**src/rtl/uart_tx_pkg.sv**
```systemverilog
// Shared definitions for the memory-mapped UART transmitter.
// Holds the register offsets (decoded from address bits [3:2]), the STATUS
// bit positions, and the state encodings of the bus and TX FSMs.
package uart_tx_pkg;

  localparam logic [1:0] ADDR_DATA    = 2'd0;
  localparam logic [1:0] ADDR_STATUS  = 2'd1;
  localparam logic [1:0] ADDR_CONTROL = 2'd2;

  localparam int unsigned ST_EMPTY     = 0;
  localparam int unsigned ST_FULL      = 1;
  localparam int unsigned ST_ACTIVE    = 2;
  localparam int unsigned ST_COUNT_LSB = 8;

  typedef enum logic {
    BUS_IDLE,
    BUS_ACK
  } bus_state_t;

  typedef enum logic [1:0] {
    TX_IDLE,
    TX_START,
    TX_DATA,
    TX_STOP
  } tx_state_t;

endpackage

```
**src/rtl/uart_tx_bus_if.sv**
```systemverilog
// CPU request/ready bus between an initiator (master) and the UART
// transmitter (slave).
//   i_request : request, held by the initiator until it sees o_ready
//   i_rw      : 1 = write, 0 = read
//   i_address : window-relative byte address
//   i_wdata   : write data
//   o_rdata   : read data, valid while o_ready = 1
//   o_ready   : access complete
interface uart_tx_bus_if;
  logic        i_request;
  logic        i_rw;
  logic [31:0] i_address;
  logic [31:0] i_wdata;
  logic [31:0] o_rdata;
  logic        o_ready;

  modport master (
    output i_request, i_rw, i_address, i_wdata,
    input  o_rdata, o_ready
  );

  modport slave (
    input  i_request, i_rw, i_address, i_wdata,
    output o_rdata, o_ready
  );
endinterface

```
**src/rtl/uart_tx_fifo.sv**
```systemverilog
// Synchronous single-clock byte FIFO for the UART transmitter.
//   i_clock, i_reset : clock, synchronous active-high reset
//   push, wdata      : enqueue wdata (ignored while full)
//   pop              : dequeue (ignored while empty)
//   flush            : empty the FIFO; beats a same-cycle push or pop
//   rdata            : head entry, combinational from the read pointer
//   empty, full      : occupancy flags
//   count            : occupancy, 0..DEPTH
module uart_tx_fifo #(
  parameter int unsigned DEPTH   = 16,
  parameter int unsigned COUNT_W = 5
) (
  input  logic               i_clock,
  input  logic               i_reset,
  input  logic               push,
  input  logic               pop,
  input  logic               flush,
  input  logic [7:0]         wdata,
  output logic [7:0]         rdata,
  output logic               empty,
  output logic               full,
  output logic [COUNT_W-1:0] count
);

  localparam int unsigned PTR_W = COUNT_W - 1;

  logic [7:0]       mem [DEPTH];
  logic [PTR_W-1:0] wr_ptr;
  logic [PTR_W-1:0] rd_ptr;
  logic             do_push;
  logic             do_pop;

  assign empty   = (count == '0);
  assign full    = (count == COUNT_W'(DEPTH));
  assign do_push = push && !full;
  assign do_pop  = pop && !empty;
  assign rdata   = mem[rd_ptr];

  always_ff @(posedge i_clock) begin
    if (do_push && !flush) begin
      mem[wr_ptr] <= wdata;
    end
  end

  // Pointers are exactly log2(DEPTH) wide, so they wrap on their own.
  always_ff @(posedge i_clock) begin
    if (i_reset || flush) begin
      wr_ptr <= '0;
      rd_ptr <= '0;
      count  <= '0;
    end else begin
      if (do_push) wr_ptr <= wr_ptr + PTR_W'(1);
      if (do_pop)  rd_ptr <= rd_ptr + PTR_W'(1);
      count <= count + COUNT_W'(do_push) - COUNT_W'(do_pop);
    end
  end

endmodule

```
**src/rtl/uart_tx_bus.sv**
```systemverilog
// Memory-mapped 8N1 UART transmitter, LSB first, line idle high.
//   i_clock, i_reset : clock, synchronous active-high reset
//   bus              : CPU request/ready bus (slave side)
//   o_tx             : serial output
//   o_busy           : FIFO non-empty or frame in progress (registered)
// Registers (address bits [3:2]): 0 DATA (write pushes a byte), 1 STATUS,
// 2 CONTROL (bit0 = flush), 3 reserved. Unlisted reads return 0.
module uart_tx_bus
  import uart_tx_pkg::*;
#(
  parameter int unsigned PRESCALE   = 868,
  parameter int unsigned FIFO_DEPTH = 16,
  parameter int unsigned COUNT_W    = 5
) (
  input  logic           i_clock,
  input  logic           i_reset,
  uart_tx_bus_if.slave   bus,
  output logic           o_tx,
  output logic           o_busy
);

  localparam int unsigned BAUD_W = $clog2(PRESCALE);
  localparam logic [BAUD_W-1:0] BAUD_LOAD = BAUD_W'(PRESCALE - 1);

  bus_state_t          bus_state;
  tx_state_t           tx_state;
  logic [7:0]          shift;
  logic [2:0]          bit_idx;
  logic [BAUD_W-1:0]   baud_cnt;

  logic [7:0]          fifo_rdata;
  logic                fifo_empty;
  logic                fifo_full;
  logic [COUNT_W-1:0]  fifo_count;
  logic                fifo_push;
  logic                fifo_pop;
  logic                fifo_flush;

  logic [1:0]          reg_sel;
  logic                accept;
  logic                tx_active;
  logic                baud_done;
  logic [31:0]         status_word;
  logic                unused_bits;

  assign reg_sel     = bus.i_address[3:2];
  assign unused_bits = ^{bus.i_address[31:4], bus.i_address[1:0], bus.i_wdata[31:8]};

  // A DATA write into a full FIFO is held off; the current full flag is
  // used even when a pop lands in the same cycle.
  assign accept     = (bus_state == BUS_IDLE) && bus.i_request &&
                      !(bus.i_rw && (reg_sel == ADDR_DATA) && fifo_full);
  assign fifo_push  = accept && bus.i_rw && (reg_sel == ADDR_DATA);
  assign fifo_flush = accept && bus.i_rw && (reg_sel == ADDR_CONTROL) && bus.i_wdata[0];
  // Gated by flush so the TX FSM never starts on a byte the flush discards.
  assign fifo_pop   = (tx_state == TX_IDLE) && !fifo_empty && !fifo_flush;

  assign tx_active  = (tx_state != TX_IDLE);
  assign baud_done  = (baud_cnt == '0);

  always_comb begin
    status_word                              = '0;
    status_word[ST_EMPTY]                    = fifo_empty;
    status_word[ST_FULL]                     = fifo_full;
    status_word[ST_ACTIVE]                   = tx_active;
    status_word[ST_COUNT_LSB +: COUNT_W]     = fifo_count;
  end

  uart_tx_fifo #(
    .DEPTH   (FIFO_DEPTH),
    .COUNT_W (COUNT_W)
  ) u_fifo (
    .i_clock (i_clock),
    .i_reset (i_reset),
    .push    (fifo_push),
    .pop     (fifo_pop),
    .flush   (fifo_flush),
    .wdata   (bus.i_wdata[7:0]),
    .rdata   (fifo_rdata),
    .empty   (fifo_empty),
    .full    (fifo_full),
    .count   (fifo_count)
  );

  // Bus FSM: the side effect fires only on the IDLE->ACK transition, so a
  // request held high for many cycles acts once.
  always_ff @(posedge i_clock) begin
    if (i_reset) begin
      bus_state   <= BUS_IDLE;
      bus.o_ready <= 1'b0;
      bus.o_rdata <= '0;
    end else begin
      unique case (bus_state)
        BUS_IDLE: begin
          if (accept) begin
            bus_state   <= BUS_ACK;
            bus.o_ready <= 1'b1;
            bus.o_rdata <= (!bus.i_rw && (reg_sel == ADDR_STATUS)) ? status_word : '0;
          end
        end
        BUS_ACK: begin
          if (!bus.i_request) begin
            bus_state   <= BUS_IDLE;
            bus.o_ready <= 1'b0;
            bus.o_rdata <= '0;
          end
        end
      endcase
    end
  end

  // TX FSM: o_tx is loaded with the level of the state being entered, so the
  // registered output lines up with the state for the full bit time.
  always_ff @(posedge i_clock) begin
    if (i_reset) begin
      tx_state <= TX_IDLE;
      shift    <= '0;
      bit_idx  <= '0;
      baud_cnt <= '0;
      o_tx     <= 1'b1;
      o_busy   <= 1'b0;
    end else begin
      o_busy <= !fifo_empty || tx_active;
      unique case (tx_state)
        TX_IDLE: begin
          o_tx <= 1'b1;
          if (fifo_pop) begin
            shift    <= fifo_rdata;
            baud_cnt <= BAUD_LOAD;
            bit_idx  <= '0;
            o_tx     <= 1'b0;
            tx_state <= TX_START;
          end
        end
        TX_START: begin
          if (baud_done) begin
            baud_cnt <= BAUD_LOAD;
            o_tx     <= shift[0];
            tx_state <= TX_DATA;
          end else begin
            baud_cnt <= baud_cnt - BAUD_W'(1);
          end
        end
        TX_DATA: begin
          if (baud_done) begin
            baud_cnt <= BAUD_LOAD;
            if (bit_idx == 3'd7) begin
              o_tx     <= 1'b1;
              tx_state <= TX_STOP;
            end else begin
              bit_idx <= bit_idx + 3'd1;
              shift   <= shift >> 1;
              o_tx    <= shift[1];
            end
          end else begin
            baud_cnt <= baud_cnt - BAUD_W'(1);
          end
        end
        TX_STOP: begin
          if (baud_done) begin
            tx_state <= TX_IDLE;
          end else begin
            baud_cnt <= baud_cnt - BAUD_W'(1);
          end
        end
      endcase
    end
  end

endmodule

```
**src/flat_wrapper.sv**
```systemverilog
// flat-port wrapper written by rule: the top's interface ports become plain ports
module uart_tx_bus_flat import uart_tx_pkg::*;
#(
  parameter int unsigned PRESCALE   = 868,
  parameter int unsigned FIFO_DEPTH = 16,
  parameter int unsigned COUNT_W    = 5
)
  (i_clock, i_reset, o_tx, o_busy, bus_i_request, bus_i_rw, bus_i_address, bus_i_wdata, bus_o_rdata, bus_o_ready);
  uart_tx_bus_if bus_i ();
  input  logic i_clock;
  input  logic i_reset;
  output logic o_tx;
  output logic o_busy;
  input wire logic [$bits(bus_i.i_request)-1:0] bus_i_request;
  input wire logic [$bits(bus_i.i_rw)-1:0] bus_i_rw;
  input wire logic [$bits(bus_i.i_address)-1:0] bus_i_address;
  input wire logic [$bits(bus_i.i_wdata)-1:0] bus_i_wdata;
  output wire logic [$bits(bus_i.o_rdata)-1:0] bus_o_rdata;
  output wire logic [$bits(bus_i.o_ready)-1:0] bus_o_ready;
  assign bus_i.i_request = bus_i_request;
  assign bus_i.i_rw = bus_i_rw;
  assign bus_i.i_address = bus_i_address;
  assign bus_i.i_wdata = bus_i_wdata;
  assign bus_o_rdata = bus_i.o_rdata;
  assign bus_o_ready = bus_i.o_ready;
  uart_tx_bus #(.PRESCALE(PRESCALE), .FIFO_DEPTH(FIFO_DEPTH), .COUNT_W(COUNT_W)) u_core (.i_clock(i_clock), .i_reset(i_reset), .bus(bus_i), .o_tx(o_tx), .o_busy(o_busy));
endmodule
```
**config.mk**
```make
export PLATFORM = sky130hd
export DESIGN_NAME = uart_tx_bus_flat
export DESIGN_NICKNAME = d
export VERILOG_FILES = /design/src/rtl/uart_tx_pkg.sv /design/src/rtl/uart_tx_bus_if.sv /design/src/rtl/uart_tx_fifo.sv /design/src/rtl/uart_tx_bus.sv /design/src/flat_wrapper.sv
export SDC_FILE = /design/constraint.sdc
export NUM_CORES = 1
export LEC_CHECK = 0
export BUFFER_PORTS_ARGS = -buffer_cell sky130_fd_sc_hd__buf_2
export CAP_MARGIN = 0
export CORE_UTILIZATION = 30
export CTS_CLUSTER_DIAMETER = 30
export DETAILED_ROUTE_END_ITERATION = 16
export GPL_ROUTABILITY_DRIVEN = 0
export PLACE_DENSITY_LB_ADDON = 0.12
export SYNTH_ARGS = -nofsm -noshare
export SYNTH_HDL_FRONTEND = slang
export SYNTH_SLANG_ARGS = --single-unit
```
**constraint.sdc**
```tcl
create_clock -name i_clock -period 4.6 [get_ports i_clock]
set_input_delay 0.23 -clock i_clock [delete_from_list [all_inputs] [get_ports i_clock]]
set_output_delay 0.23 -clock i_clock [all_outputs]
set_load 0.03 [all_outputs]
```
# Word level (Yosys, flattened, before mapping)
# Memory sizes are Yosys's and may differ from the RTL's. A register that Yosys moved wholly into a read port is not among the register bits.
# Cells that the tools add are included.
[totals]
ff_bits = 72
mem_bits_rw = 128
input_bits = 68
output_inout_bits = 35
wordCells = 107
mem_count = 1
[op_classes]
add_sub_neg = 6
n_eq_ne = 16
mux = 37
bitwise_logic = 1
reduce_logical = 34
[mem_list]
columns = ["name", "words", "width", "read_ports", "rd_ports_with_merged_regs", "wr", "line_no", "text"]
rows = [
  ["u_core.u_fifo.mem", 16, 8, 1, 1, 1, "uart_tx_fifo.sv:27", "logic [7:0] mem [DEPTH];"],
]
[op_table]
columns = ["cell", "count"]
rows = [
  ["$mux W32", 2],
  ["$pmux W32 S2", 1],
  ["$mux W10", 3],
  ["$pmux W10 S3", 1],
  ["$mux W8", 3],
  ["$pmux W8 S2", 1],
  ["$logic_and A1 B1 Y1", 14],
  ["$mux W13", 1],
  ["$logic_not A10 Y1", 1],
  ["$mux W1", 10],
  ["$mux W2", 5],
  ["$ne A2 B1 Y1 const B", 5],
  ["$sub A10 B1 Y10 const B", 1],
  ["$mux W3", 3],
  ["$add A4 B1 Y4 const B", 2],
  ["$mux W4", 2],
  ["$ne A2 B2 Y1 const B", 4],
  ["$pmux W2 S4", 1],
  ["$eq A2 B2 Y1 const B", 3],
  ["$pmux W3 S2", 1],
  ["$add A5 B1 Y5", 1],
  ["$eq A5 B5 Y1 const B", 1],
  ["$logic_not A1 Y1", 5],
  ["$logic_not A5 Y1", 1],
  ["16 further kinds", 22],
]

# Longest topological paths before layout
[logic_depth]
ltp_word = 13
mapped_depth = 15
mapped_depth_nobuf = 15

# Modules after synthesis
# From an unflattened synthesis, not the netlist that was laid out.
[hier_totals]
hier_cells = 566
area_unflattened_um2 = 8065.2
[modules_own_cells]
columns = ["module", "instances", "cells_each", "area_per_inst_um2", "seq_area_each_um2"]
rows = [
  ["uart_tx_fifo", 1, 312, 5791.8, 4184.0],
  ["uart_tx_bus", 1, 254, 2273.4, 700.7],
]

# Least setup slack after synthesis
# OpenSTA, ideal clock, no wires.
[synth_path]
kind = "reg-to-reg"
start = "register u_core.u_fifo.count[2]"
end = "register u_core.u_fifo.count[4]"
setup_time_ns = 0.072
arrival_ns = 2.879
required_ns = 4.528
slack_ns = 1.650
path_stages_with_launch = 16
path_buffers = 0
period_less_slack_ns = 2.950
cell_sequence = "dfxtp_1 -> inv_1 -> ha_1 -> and4bb_2 -> nor4_2 -> inv_1 -> ha_1 -> inv_1 -> ha_1 -> inv_1 -> fa_1 -> inv_1 -> a21oi_1 -> nor2_1 -> or3_1 -> a21oi_1"
[synth_between]
elab_chain_len = 11
elab_cells_between_ends = 19
classes_between = "add/sub: 2; eq/ne: 1; reduce/logical: 16"
[synth_rtl]
columns = ["item", "line_no", "text"]
rows = [
  ["start: declaration", "uart_tx_fifo.sv:22", "output logic [COUNT_W-1:0] count"],
  ["start signal: assignment", "uart_tx_fifo.sv:54", "count <= count + COUNT_W'(do_push) - COUNT_W'(do_pop);"],
  ["parallel branches: the longest is 11 deep, another holds $add A5 B1 Y5", "--", ""],
]
# Several ways; the timed one is not identified.
# A chain may end at the register's enable or synchronous reset.

# Worst setup path after layout
[layout_path]
start = "register u_core.tx_state[0]"
end = "register u_core.u_fifo.count[4]"
[layout_between]
elab_chain_len = 5
[layout_rtl]
columns = ["item", "line_no", "text"]
rows = [
  ["start: declaration", "uart_tx_bus.sv:26", "tx_state_t tx_state;"],
  ["start signal: assignment", "uart_tx_bus.sv:116", "tx_state <= TX_IDLE;"],
  ["start signal: assignment", "uart_tx_bus.sv:132", "tx_state <= TX_START;"],
  ["start signal: assignment", "uart_tx_bus.sv:139", "tx_state <= TX_DATA;"],
  ["$logic_not A2 Y1", "uart_tx_bus.sv:56", "assign fifo_pop = (tx_state == TX_IDLE) && !fifo_empty && !fifo_flush;"],
  ["$logic_and A1 B1 Y1 (2 in series)", "uart_tx_bus.sv:56", ""],
  ["$logic_and A1 B1 Y1", "uart_tx_fifo.sv:36", "assign do_pop = pop && !empty;"],
  ["$sub A5 B1 Y5", "uart_tx_fifo.sv:54", ""],
]
# No other way between the ends.

==> impl_metrics.csv <==
group,metric,value,unit
synthesis,synth_compound_gate_area_share,8.340,%
detailed_routing,drt-total-wl,16430,um
cts,clk_pin_slew,0.07,ns
cts,clk_latency,0.43,ns
final_layout,final_cell_mix,"128 x edfxtp_1, 75 x nor2_1, 52 x dfxtp_1",
synthesis,synth_edf_count,128,
cts,post_cts_buffers,0,
synthesis,synth_top_family_by_area,"multiplexers",
timing,timing.final.crit_share,69.95,%
synthesis,yosys.area_share.simple,8.566,%
floorplan,num_rows,58,
grt,gr-usage-all-layers,13.19,%
synthesis,yosys.area_share.adder,3.168,%
grt,overflow,0,
setup_path,cp.arrival,3.54,ns
cts,cts_resized,0,
detailed_routing,route.met3.wl,538,um
grt,grt_max_degree,34,
synthesis,async_flop_share,0,%
job,cap_violations,0,
grt,antenna_found_initial,1,
setup_path,crit_family,"adder cells",
timing,fmax,310.8,MHz
cts,cts.sinks,180,
outcome,status,"complete, no violations",
floorplan,initial_core_util,30.65,%
detailed_routing,met2_length,8205,um
synthesis,syn_inst,540,
power,combPwrFrac,30.2,%
final_layout,syn2layout_area_growth,12.54,%
power,p_clk_share,29.1,%
cts,hold_buffers,0,
detailed_routing,wl_per_cell,18.00,um
detailed_routing,dr.pass1.iters,4,
setup_path,cpPeakStageDelay,0.65,ns
cts,root_buffer,"clkbuf_16",
synthesis,ys_seq_elements,180,
cts,cts_tree,"done",
power,p_sw,1686,uW
final_layout,layout-drive-gt1-share,19.90,%
power,vdd_drop_max,310.3,uV
setup_path,critPathSlowestCell,"a211oi_1",
timing,timing_hold_violations_final,0,
power,power_leakage,0.002969,uW
setup_path,startpoint_type,"register",
timing,drv_slew,0,
power,netSwitchingFraction,34.85,%
cts,cts-buffers-inserted,17,
final_layout,diodes,0,
power,p_total,4837,uW
setup_path,regToRegSetupSlack,1.38,ns
setup_path,path_buf_inv,5,
min_path,hold_path_end,"u_core.bus_state",
final_layout,fillers,2499,
setup_path,rr_worst_depth,14,
synthesis,synthTopCellsByArea,"edfxtp_1 50%, dfxtp_1 13%, mux4_2 9.3%",
synthesis,ys_warn_count,0,
power,p_per_area,555.2,mW/mm^2
synthesis,synthDistinctLibCells,64,
timing,slew_headroom,20.21,%
setup_path,cpMostUsedCell,"inv_1",
detailed_routing,drt_iter0_drc,330,
timing,worstMarginPinSlew,1.195,ns
floorplan,die_x,162.6,um
final_layout,nets,657,
setup_path,worst_setup_path_end_kind,"register",
timing,setup_tns,0,ns
setup_path,crit_path_max_fanout,10,
synthesis,ys_seq_area_share,63.10,%
cts,cts_max_path_buffers,2,
cts,cts_max_level,4,
synthesis,syn_area,0.007741,mm^2
detailed_routing,vias_per_cell,4.786,
min_path,min_from,"bus_i_request",
detailed_routing,drt_drc_violations_left,0,
detailed_routing,vias,4370,
detailed_routing,top_layer,"met5",
setup_path,r2r_end,"u_core.u_fifo.count[4]",
place,port_buffers,24,
synthesis,synth_area_per_cell,14.34,um^2
timing,fin_skew,0.01449,ns
timing,setup_viol,0,
synthesis,synth_xor_area_share,1.018,%
power,internal_power,3152,uW
timing,fin_crit,3.218,ns
synthesis,synth_top_area_share,49.65,%
synthesis,synth_largest_area_cell,"edfxtp_1",
power,seqPwrFrac,40.7,%
floorplan,io_pins,103,
detailed_routing,postRouteAntennaNets,0,
timing,rsz0062_at_grt,"no",
setup_path,crit_required,4.92,ns
min_path,hold_path_class,"in -> reg",
grt,grt_pass1_wl,25600,um
floorplan,core,0.02525,mm^2
floorplan,die_h,162.6,um
min_path,min_path_cells,2,
place,post-dp-hpwl,10640,um
synthesis,synthFlopType,"edfxtp_1",
final_layout,mostFrequentLayoutCell,"edfxtp_1",
synthesis,synth.area.mux_share,11.14,%
setup_path,cp_cell_sequence,"inv_1, ha_1, inv_1, a211oi_1, ha_1, inv_1, ha_1, inv_1, fa_1, inv_1, a21oi_1, nor2_1, or3_1, a21oi_1",
grt,grt_pass1_vias,4485,
detailed_routing,met1_length,7467,um
setup_path,crit_type,"reg -> reg",
floorplan,dieArea,0.02645,mm^2
setup_path,r2r-start,"u_core.tx_state[0]",
==> metrics by stage <==
step           area [um^2]  setup slack [ns]  hold WS [ns]  utilization, %  cells
2_1_floorplan         7828             1.650        0.2943               -    563
3_3_place_gp          8144             1.405        0.4570           32.25    881
3_5_place_dp          8144             1.352        0.4630           32.25    881
4_1_cts               8712             1.309       0.04384           34.50    913
5_1_grt               8712             1.084       0.06608           34.50    913
6_report              8712             1.382       0.06231           34.50    913
==> final cells by class <==
type                       instances  area [um^2]  share of cell area, %
tap                              330        412.9                  4.739
inverter                          19        71.32                 0.8186
multi-input combinational        320         2595                  29.79
timing repair buffer              32        180.2                  2.068
sequential                       180         4885                  56.07
clock buffer                      17        425.4                  4.883
clock inverter                    15        142.6                  1.637
==> cell usage after synthesis (all sizes together) (4+ instances only) <==
cell type,number
a2111oi,7
a211oi,5
a21oi,26
a22oi,8
buf,33
clkbuf,11
dfxtp,52
edfxtp,128
ha,18
inv,19
mux2i,13
mux4,32
nand2,14
nand2b,8
nand3,4
nor2,75
nor3,6
o21ai,12
o22ai,7
or2,5
xor2,7
==> power by group through the flow <==
stage / clock [uW] / combinational [uW] / sequential [uW]
after floorplan: 0 / 1210 / 1980
after global placement: 0 / 1450 / 2000
after detailed placement: 0 / 1470 / 2010
after CTS: 1430 / 1480 / 1970
after global routing: 1500 / 1630 / 1990
final: 1410 / 1460 / 1970
==> cell families after synthesis <==
kind of cell / after synthesis
flip-flops: 180
AO/OA/AOI/OAI: 87
AND/OR/NAND/NOR: 135
XOR/XNOR: 9
other: 1
buffers and inverters: 63
adder cells (fa/ha/maj): 19
multiplexers: 46
==> worst max path at each step <==
stage / start / to / slack [ns] / depth (start not counted)
finish: u_core.tx_state[0] / u_core.u_fifo.count[4] / 1.38 / 14
global route: u_core.tx_state[0] / u_core.u_fifo.count[4] / 1.08 / 14
CTS: u_core.tx_state[0] / u_core.u_fifo.count[4] / 1.31 / 14
detailed placement: u_core.tx_state[0] / u_core.u_fifo.count[4] / 1.35 / 14
global placement: u_core.tx_state[0] / u_core.u_fifo.count[4] / 1.40 / 14
floorplan: u_core.u_fifo.count[2] / u_core.u_fifo.count[4] / 1.65 / 15
==> registers in the layout (all words and copies together), names as in the netlist, 2 cells and up, named ones only <==
register / cells
u_core.baud_cnt: 10
u_core.tx_state: 2
u_core.bit_idx: 3
u_core.bus.o_rdata: 8
u_core.u_fifo.count: 5
u_core.u_fifo.wr_ptr: 4
u_core.u_fifo.rd_ptr: 4
u_core.shift: 8
u_core.u_fifo.mem: 128
==> metal layers <==
metal | vias up | GRT usage, %
met5 | - | 0
met4 | 2 | 3.568
met3 | 16 | 3.259
met2 | 87 | 22.90
met1 | 2200 | 16.27
li1 | 2065 | -
Note: power is estimated with default switching activity, not from simulation.
